--- src/rtl/mem_arb_pkg.sv ---
// Shared types and sizing helpers for the 8227 memory arbiter.
package mem_arb_pkg;

    localparam int ADDR_W = 16;
    localparam int DATA_W = 8;

    // Bus ownership: CPU by default, DMA while granted, CPU for one forced cycle after a full burst
    typedef enum logic [1:0] {
        ARB_IDLE  = 2'd0,
        ARB_DMA   = 2'd1,
        ARB_YIELD = 2'd2
    } arb_state_t;

    // Counter wide enough to hold MAX_BURST itself, so it can saturate instead of wrapping
    function automatic int burst_cnt_w(input int max_burst);
        return $clog2(max_burst + 1);
    endfunction

endpackage

--- src/rtl/mem_arbiter8227_if.sv ---
// CPU, DMA and memory bus signals of the arbiter, grouped as one interface.
interface mem_arbiter8227_if;
    import mem_arb_pkg::*;

    // CPU side
    logic [ADDR_W-1:0] cpu_addr;
    logic [DATA_W-1:0] cpu_wdata;
    logic              cpu_rnw;
    logic [DATA_W-1:0] cpu_rdata;
    logic              cpu_ready;

    // DMA / loader side
    logic              dma_req;
    logic [ADDR_W-1:0] dma_addr;
    logic [DATA_W-1:0] dma_wdata;
    logic              dma_we;
    logic              dma_gnt;
    logic              dma_ack;
    logic [DATA_W-1:0] dma_rdata;

    // Memory side
    logic [ADDR_W-1:0] mem_addr;
    logic [DATA_W-1:0] mem_wdata;
    logic              mem_en;
    logic              mem_we;
    logic [DATA_W-1:0] mem_rdata;

    // The arbiter itself
    modport slave (
        input  cpu_addr, cpu_wdata, cpu_rnw,
        output cpu_rdata, cpu_ready,
        input  dma_req, dma_addr, dma_wdata, dma_we,
        output dma_gnt, dma_ack, dma_rdata,
        output mem_addr, mem_wdata, mem_en, mem_we,
        input  mem_rdata
    );

    // The surrounding CPU, DMA engine and memory
    modport master (
        output cpu_addr, cpu_wdata, cpu_rnw,
        input  cpu_rdata, cpu_ready,
        output dma_req, dma_addr, dma_wdata, dma_we,
        input  dma_gnt, dma_ack, dma_rdata,
        input  mem_addr, mem_wdata, mem_en, mem_we,
        output mem_rdata
    );

endinterface

--- src/rtl/mem_arbiter8227_burst_counter.sv ---
// Counts DMA accesses within one burst; flags the last allowed access.
module arb_burst_counter
    import mem_arb_pkg::*;
#(
    parameter  int MAX_BURST = 4,
    localparam int CNT_W     = burst_cnt_w(MAX_BURST)
) (
    input  logic             clk,
    input  logic             rst,
    input  logic             clr,
    input  logic             inc,
    output logic [CNT_W-1:0] cnt,
    output logic             tc
);

    localparam logic [CNT_W-1:0] CNT_MAX = CNT_W'(MAX_BURST);
    localparam logic [CNT_W-1:0] CNT_TC  = CNT_W'(MAX_BURST - 1);

    logic [CNT_W-1:0] cnt_d, cnt_q;

    // Next count: clear wins over increment, and the count saturates at MAX_BURST
    always_comb begin
        // NOTE: every combinational output gets a default first, so no path can infer a latch.
        cnt_d = cnt_q;
        if (clr) begin
            cnt_d = '0;
        end else if (inc && (cnt_q != CNT_MAX)) begin
            cnt_d = cnt_q + CNT_W'(1);
        end
    end

    // Count register
    always_ff @(posedge clk) begin
        // NOTE: sequential state uses <= so every flop samples pre-edge values.
        if (rst) begin
            cnt_q <= '0;
        end else begin
            cnt_q <= cnt_d;
        end
    end

    assign cnt = cnt_q;
    assign tc  = (cnt_q == CNT_TC);

endmodule

--- src/rtl/mem_arbiter8227.sv ---
// Single-port memory arbiter: DMA steals CPU read cycles only, in capped bursts.
module mem_arbiter8227
    import mem_arb_pkg::*;
#(
    parameter int MAX_BURST = 4
) (
    input logic              clk,
    input logic              rst,
    mem_arbiter8227_if.slave bus
);

    localparam int CNT_W = burst_cnt_w(MAX_BURST);

    arb_state_t        state_d, state_q;
    logic              rst_seen_d, rst_seen_q;
    logic              cpu_rd_d, cpu_rd_q;
    logic [DATA_W-1:0] hold_d, hold_q;
    logic              dma_ack_d, dma_ack_q;

    logic              burst_clr, burst_inc, burst_tc;
    logic [CNT_W-1:0]  burst_cnt;

    logic              dma_owns;
    logic              bus_quiet;

    assign dma_owns  = (state_q == ARB_DMA);
    // No memory access while in reset and in the first cycle after it
    assign bus_quiet = rst || rst_seen_q;

    arb_burst_counter #(
        .MAX_BURST (MAX_BURST)
    ) u_burst_counter (
        .clk (clk),
        .rst (rst),
        .clr (burst_clr),
        .inc (burst_inc),
        .cnt (burst_cnt),
        .tc  (burst_tc)
    );

    // Next-state logic: enter DMA only on a CPU read, leave after a capped burst via YIELD
    always_comb begin
        state_d   = state_q;
        burst_clr = 1'b0;
        burst_inc = 1'b0;
        unique case (state_q)
            ARB_IDLE: begin
                if (bus.dma_req && bus.cpu_rnw) begin
                    state_d   = ARB_DMA;
                    burst_clr = 1'b1;
                end
            end
            ARB_DMA: begin
                if (!bus.dma_req) begin
                    state_d = ARB_IDLE;
                end else begin
                    burst_inc = 1'b1;
                    if (burst_tc) begin
                        state_d = ARB_YIELD;
                    end
                end
            end
            ARB_YIELD: state_d = ARB_IDLE;
            default:   state_d = ARB_IDLE;
        endcase
    end

    // Memory mux and strobes; the CPU owns the bus outside ARB_DMA
    always_comb begin
        bus.mem_addr  = bus.cpu_addr;
        bus.mem_wdata = bus.cpu_wdata;
        bus.mem_en    = 1'b1;
        bus.mem_we    = !bus.cpu_rnw;
        if (dma_owns) begin
            bus.mem_addr  = bus.dma_addr;
            bus.mem_wdata = bus.dma_wdata;
            bus.mem_en    = bus.dma_req;
            bus.mem_we    = bus.dma_req && bus.dma_we;
        end
        if (bus_quiet) begin
            bus.mem_en = 1'b0;
            bus.mem_we = 1'b0;
        end
    end

    // Next values of the read-tracking, hold and acknowledge registers
    always_comb begin
        rst_seen_d = 1'b0;
        cpu_rd_d   = !dma_owns && bus.cpu_rnw && !bus_quiet;
        dma_ack_d  = dma_owns && bus.dma_req && !rst;
        hold_d     = cpu_rd_q ? bus.mem_rdata : hold_q;
    end

    // Handshake outputs come from registered state; reset only forces them to idle values
    always_comb begin
        bus.cpu_ready = !dma_owns;
        bus.dma_gnt   = dma_owns;
        bus.dma_ack   = dma_ack_q;
        bus.cpu_rdata = cpu_rd_q ? bus.mem_rdata : hold_q;
        bus.dma_rdata = bus.mem_rdata;
        if (rst) begin
            bus.cpu_ready = 1'b1;
            bus.dma_gnt   = 1'b0;
            bus.dma_ack   = 1'b0;
            bus.cpu_rdata = '0;
        end
    end

    // State and data registers
    always_ff @(posedge clk) begin
        if (rst) begin
            state_q    <= ARB_IDLE;
            rst_seen_q <= 1'b1;
            cpu_rd_q   <= 1'b0;
            dma_ack_q  <= 1'b0;
            // NOTE: the hold register is reset because its value reaches cpu_rdata directly.
            hold_q     <= '0;
        end else begin
            state_q    <= state_d;
            rst_seen_q <= rst_seen_d;
            cpu_rd_q   <= cpu_rd_d;
            dma_ack_q  <= dma_ack_d;
            hold_q     <= hold_d;
        end
    end

    // The saturating counter can never exceed the burst cap
    always_comb begin
        assert (burst_cnt <= CNT_W'(MAX_BURST));
    end

endmodule

--- src/flat_wrapper.sv ---
// flat-port wrapper written by rule: the top's interface ports become plain ports
module mem_arbiter8227_flat import mem_arb_pkg::*;
#(
    parameter int MAX_BURST = 4
)
  (clk, rst, bus_cpu_addr, bus_cpu_wdata, bus_cpu_rnw, bus_cpu_rdata, bus_cpu_ready, bus_dma_req, bus_dma_addr, bus_dma_wdata, bus_dma_we, bus_dma_gnt, bus_dma_ack, bus_dma_rdata, bus_mem_addr, bus_mem_wdata, bus_mem_en, bus_mem_we, bus_mem_rdata);
  mem_arbiter8227_if bus_i ();
  input logic clk;
  input logic rst;
  input wire logic [$bits(bus_i.cpu_addr)-1:0] bus_cpu_addr;
  input wire logic [$bits(bus_i.cpu_wdata)-1:0] bus_cpu_wdata;
  input wire logic [$bits(bus_i.cpu_rnw)-1:0] bus_cpu_rnw;
  output wire logic [$bits(bus_i.cpu_rdata)-1:0] bus_cpu_rdata;
  output wire logic [$bits(bus_i.cpu_ready)-1:0] bus_cpu_ready;
  input wire logic [$bits(bus_i.dma_req)-1:0] bus_dma_req;
  input wire logic [$bits(bus_i.dma_addr)-1:0] bus_dma_addr;
  input wire logic [$bits(bus_i.dma_wdata)-1:0] bus_dma_wdata;
  input wire logic [$bits(bus_i.dma_we)-1:0] bus_dma_we;
  output wire logic [$bits(bus_i.dma_gnt)-1:0] bus_dma_gnt;
  output wire logic [$bits(bus_i.dma_ack)-1:0] bus_dma_ack;
  output wire logic [$bits(bus_i.dma_rdata)-1:0] bus_dma_rdata;
  output wire logic [$bits(bus_i.mem_addr)-1:0] bus_mem_addr;
  output wire logic [$bits(bus_i.mem_wdata)-1:0] bus_mem_wdata;
  output wire logic [$bits(bus_i.mem_en)-1:0] bus_mem_en;
  output wire logic [$bits(bus_i.mem_we)-1:0] bus_mem_we;
  input wire logic [$bits(bus_i.mem_rdata)-1:0] bus_mem_rdata;
  assign bus_i.cpu_addr = bus_cpu_addr;
  assign bus_i.cpu_wdata = bus_cpu_wdata;
  assign bus_i.cpu_rnw = bus_cpu_rnw;
  assign bus_cpu_rdata = bus_i.cpu_rdata;
  assign bus_cpu_ready = bus_i.cpu_ready;
  assign bus_i.dma_req = bus_dma_req;
  assign bus_i.dma_addr = bus_dma_addr;
  assign bus_i.dma_wdata = bus_dma_wdata;
  assign bus_i.dma_we = bus_dma_we;
  assign bus_dma_gnt = bus_i.dma_gnt;
  assign bus_dma_ack = bus_i.dma_ack;
  assign bus_dma_rdata = bus_i.dma_rdata;
  assign bus_mem_addr = bus_i.mem_addr;
  assign bus_mem_wdata = bus_i.mem_wdata;
  assign bus_mem_en = bus_i.mem_en;
  assign bus_mem_we = bus_i.mem_we;
  assign bus_i.mem_rdata = bus_mem_rdata;
  mem_arbiter8227 #(.MAX_BURST(MAX_BURST)) u_core (.clk(clk), .rst(rst), .bus(bus_i));
endmodule
--- config.mk ---
export PLATFORM = sky130hd
export DESIGN_NAME = mem_arbiter8227_flat
export DESIGN_NICKNAME = d
export VERILOG_FILES = /design/src/rtl/mem_arb_pkg.sv /design/src/rtl/mem_arbiter8227_if.sv /design/src/rtl/mem_arbiter8227_burst_counter.sv /design/src/rtl/mem_arbiter8227.sv /design/src/flat_wrapper.sv
export SDC_FILE = /design/constraint.sdc
export NUM_CORES = 1
export LEC_CHECK = 0
export CAP_MARGIN = 20
export CORE_MARGIN = 2
export CORE_UTILIZATION = 33
export CTS_BUF_LIST = sky130_fd_sc_hd__clkbuf_8
export DETAILED_ROUTE_END_ITERATION = 10
export PLACE_DENSITY = 0.85
export SLEW_MARGIN = 10
export SYNTH_ARGS = -nofsm -noshare
export SYNTH_HDL_FRONTEND = slang
export SYNTH_SLANG_ARGS = --single-unit
--- constraint.sdc ---
create_clock -name clk -period 3.33 [get_ports clk]
set_clock_uncertainty 0.05 [all_clocks]
set_input_delay 0.999 -clock clk [delete_from_list [all_inputs] [get_ports clk]]
set_output_delay 0.999 -clock clk [all_outputs]
set_load 0.01 [all_outputs]
==> run metrics <==
final worst slack 0.0530 ns; type of the worst setup path in2out; Inst Count DP between 200 and 250; Pre-Repair DR Iteration Count 4; Switching Fraction 0.230; CP Buf/Inv Count 2; Post-CTS Hold Buffers 0; Slew Viols, Final 0; crit path DAT roughly 2.2 ns; vias in the first global route ~1,100; Max Cap Viol 0; Syn Nets ~170; Vert. Die Dim 62.0 um; Iter 0 DRT Violations 28; WL/cell between 15 and 20 um; Slew @ Worst Pin about 0.46 ns; Synth warnings 0; min Tclk post-route 3.28 ns; Gate power share 0.395; status complete, no violations; Die W 62.0 um; non-filler cells, final between 200 and 300; crit start category primary input; CORE AREA ~3300 um^2; Antenna Nets Post-Route 0; # port buffers roughly 110; CTS resizes 7; sequential fraction of the synthesis area 0.289; sw power about 0.00013 W; gr ovfl total 0; most frequent cells in the layout clkdlybuf4s50_1 (94), mux2_4 (18), dfxtp_1 (16), nor2_1 (11), mux2i_1 (8); initial antenna violation count 0; Syn Inst Count between 100 and 150; Max FO, Critical Path 2; critical path, cell by cell clkdlybuf4s50_1 -> nand2_1 -> mux2_4 -> nor3_2 -> dlygate4sd2_1; Synth area leaders dfxtp_1 (29%), mux2_4 (24%), mux2i_1 (7.2%), mux2_2 (7.1%), buf_4 (5.4%); global placer's final weighted congestion 0.778; Pwr Total 0.000558 W; Worst-path clk slew around 0.06 ns; CTS tree done; vias per inst between 4 and 5; # Post-CTS Setup Buffers 0; clock network fraction of design power 0.245; ratio of cells with drive above 1 in the final layout 0.176; Avg Inst Size Synth 10.6 um^2; commonest non-fill, non-tap cell in the layout clkdlybuf4s50_1; unrepaired setup endpoints after global routing false; Max Freq 305 MHz; num rows 21; first-pass GRT wire length between 5 and 6 mm; initial core utilization 0.338; # H-tree levels 1; die area between 3000 and 4000 um^2; FF+latch count, synth 16; synth-to-layout area growth 98.3%; CP Data Required Time between 2 and 2.5 ns; diode count 0; IO Count 106; Inserted Clock Buffers 3; Fin. Hold Viols 0; fill count between 200 and 300; post-DP HPWL 3.33 mm; Synth cell types 27; Total Wirelength just under 4 mm; worst hold path class reg2reg; slowest cell on the critical path clkdlybuf4s50_1; layout net count 271; placed cell area roughly 2200 um^2; total leakage power 0.998 nW; CP endpoint kind output pin; PD cells approximately 250 nW/um^2; period utilization 0.984; Slew HR 0.691; Final Cell Area roughly 2200 um^2; pre-CTS setup slack -0.230 ns; CTS root buffer clkbuf_8; DR DRC count 0; final hold slack roughly 0.46 ns; CP max stage delay ~0.49 ns; Bufs on Longest Clock Path 2; clock latency on the worst-skew pair between 0.2 and 0.25 ns; Syn Std Cell Area about 1100 um^2; # clock sinks 16; Pint 0.000430 W; Total GRT Usage 0.184; Setup-failing EPs final 0; area leader, netlist dfxtp_1; Flop pwr share 0.360; peak supply drop ~0.20 mV; via count 1,135; crit-path leading delay family buffers and inverters; Synth top area share 0.289; pin count of the biggest net entering global routing 25
[state kept, by name (all words and copies together), names as in the netlist]
signal and count:
u_core.u_burst_counter.cnt 3, u_core.dma_ack_q 1, u_core.state_q 2, u_core.rst_seen_q 1, u_core.cpu_rd_q 1, u_core.hold_q 8
[routing by layer]
metal | up-vias | share of wire | track usage | routed length (um)
li1 | 554 | - | - | -
met1 | 526 | 0.35 | 0.186 | 1350
met2 | 53 | 0.55 | 0.366 | 2140
met3 | 2 | 0.089 | 0.0621 | 344
met4 | 0 | 0.0067 | 0.0274 | 26
met5 | - | 0 | 0 | 0
[area by class of cell]
cell class	count	area (um^2)	share of cell area
timing repair buffer	110	1100	0.501
multi-input combinational	72	662	0.301
sequential	16	320	0.146
tap	46	57.6	0.0262
clock buffer	3	41.3	0.0188
inverter	4	15.0	0.00683
[synthesized netlist by cell type (all sizes together)]
| cell type | instances |
|---|---|
| and3 | 1 |
| a31o | 1 |
| and3b | 1 |
| buf | 12 |
| a21oi | 3 |
| nor4b | 1 |
| ha | 3 |
| nand2b | 2 |
| nor3 | 1 |
| nand2 | 3 |
| nor2 | 11 |
| and2 | 2 |
| mux2 | 25 |
| nand3 | 2 |
| clkbuf | 1 |
| dfxtp | 16 |
| inv | 4 |
| o21ai | 4 |
| or2 | 1 |
| nand3b | 1 |
| nor2b | 1 |
| mux2i | 8 |
| o21a | 1 |
[cells by family (layout without fill, tap and decap cells)]
| logic type | Yosys count | after routing | share of synthesized area |
|---|---|---|---|
| multiplexers | 33 | 33 | 0.387 |
| AND/OR/NAND/NOR | 27 | 27 | 0.130 |
| buffers and inverters | 17 | 117 | 0.114 |
| flip-flops | 16 | 16 | 0.289 |
| AO/OA/AOI/OAI | 9 | 9 | 0.0463 |
| adder cells (fa/ha/maj) | 3 | 3 | 0.0339 |
[per-stage QoR]
stage	setup TNS, ns	utilization
floorplan	0	-
global placement	-1.34	0.656
detailed placement	-1.95	0.656
CTS	0	0.666
global route	0	0.669
finish	0	0.669
[path summary, 6_finish.rpt]
check | from | end | slack [ns] | cells past startpoint
setup / recovery | bus_dma_req | bus_mem_we | 0.05 | 5
hold / removal | u_core.state_q[1] | u_core.state_q[0] | 0.46 | 1
setup reg to reg | u_core.u_burst_counter.cnt[0] | u_core.state_q[0] | 2.01 | 5
hold reg to reg | u_core.state_q[1] | u_core.state_q[0] | 0.46 | 1
[power by group through the flow]
stage / clock [W] / combinational, W / sequential (W)
3_3_place_gp: 0 / 0.000218 / 0.000205
2_1_floorplan: 0 / 0.0000878 / 0.000203
6_report: 0.000137 / 0.000220 / 0.000201
3_5_place_dp: 0 / 0.000224 / 0.000205
4_1_cts: 0.000140 / 0.000223 / 0.000201
5_1_grt: 0.000151 / 0.000235 / 0.000202
(Power assumes the default switching activity.)
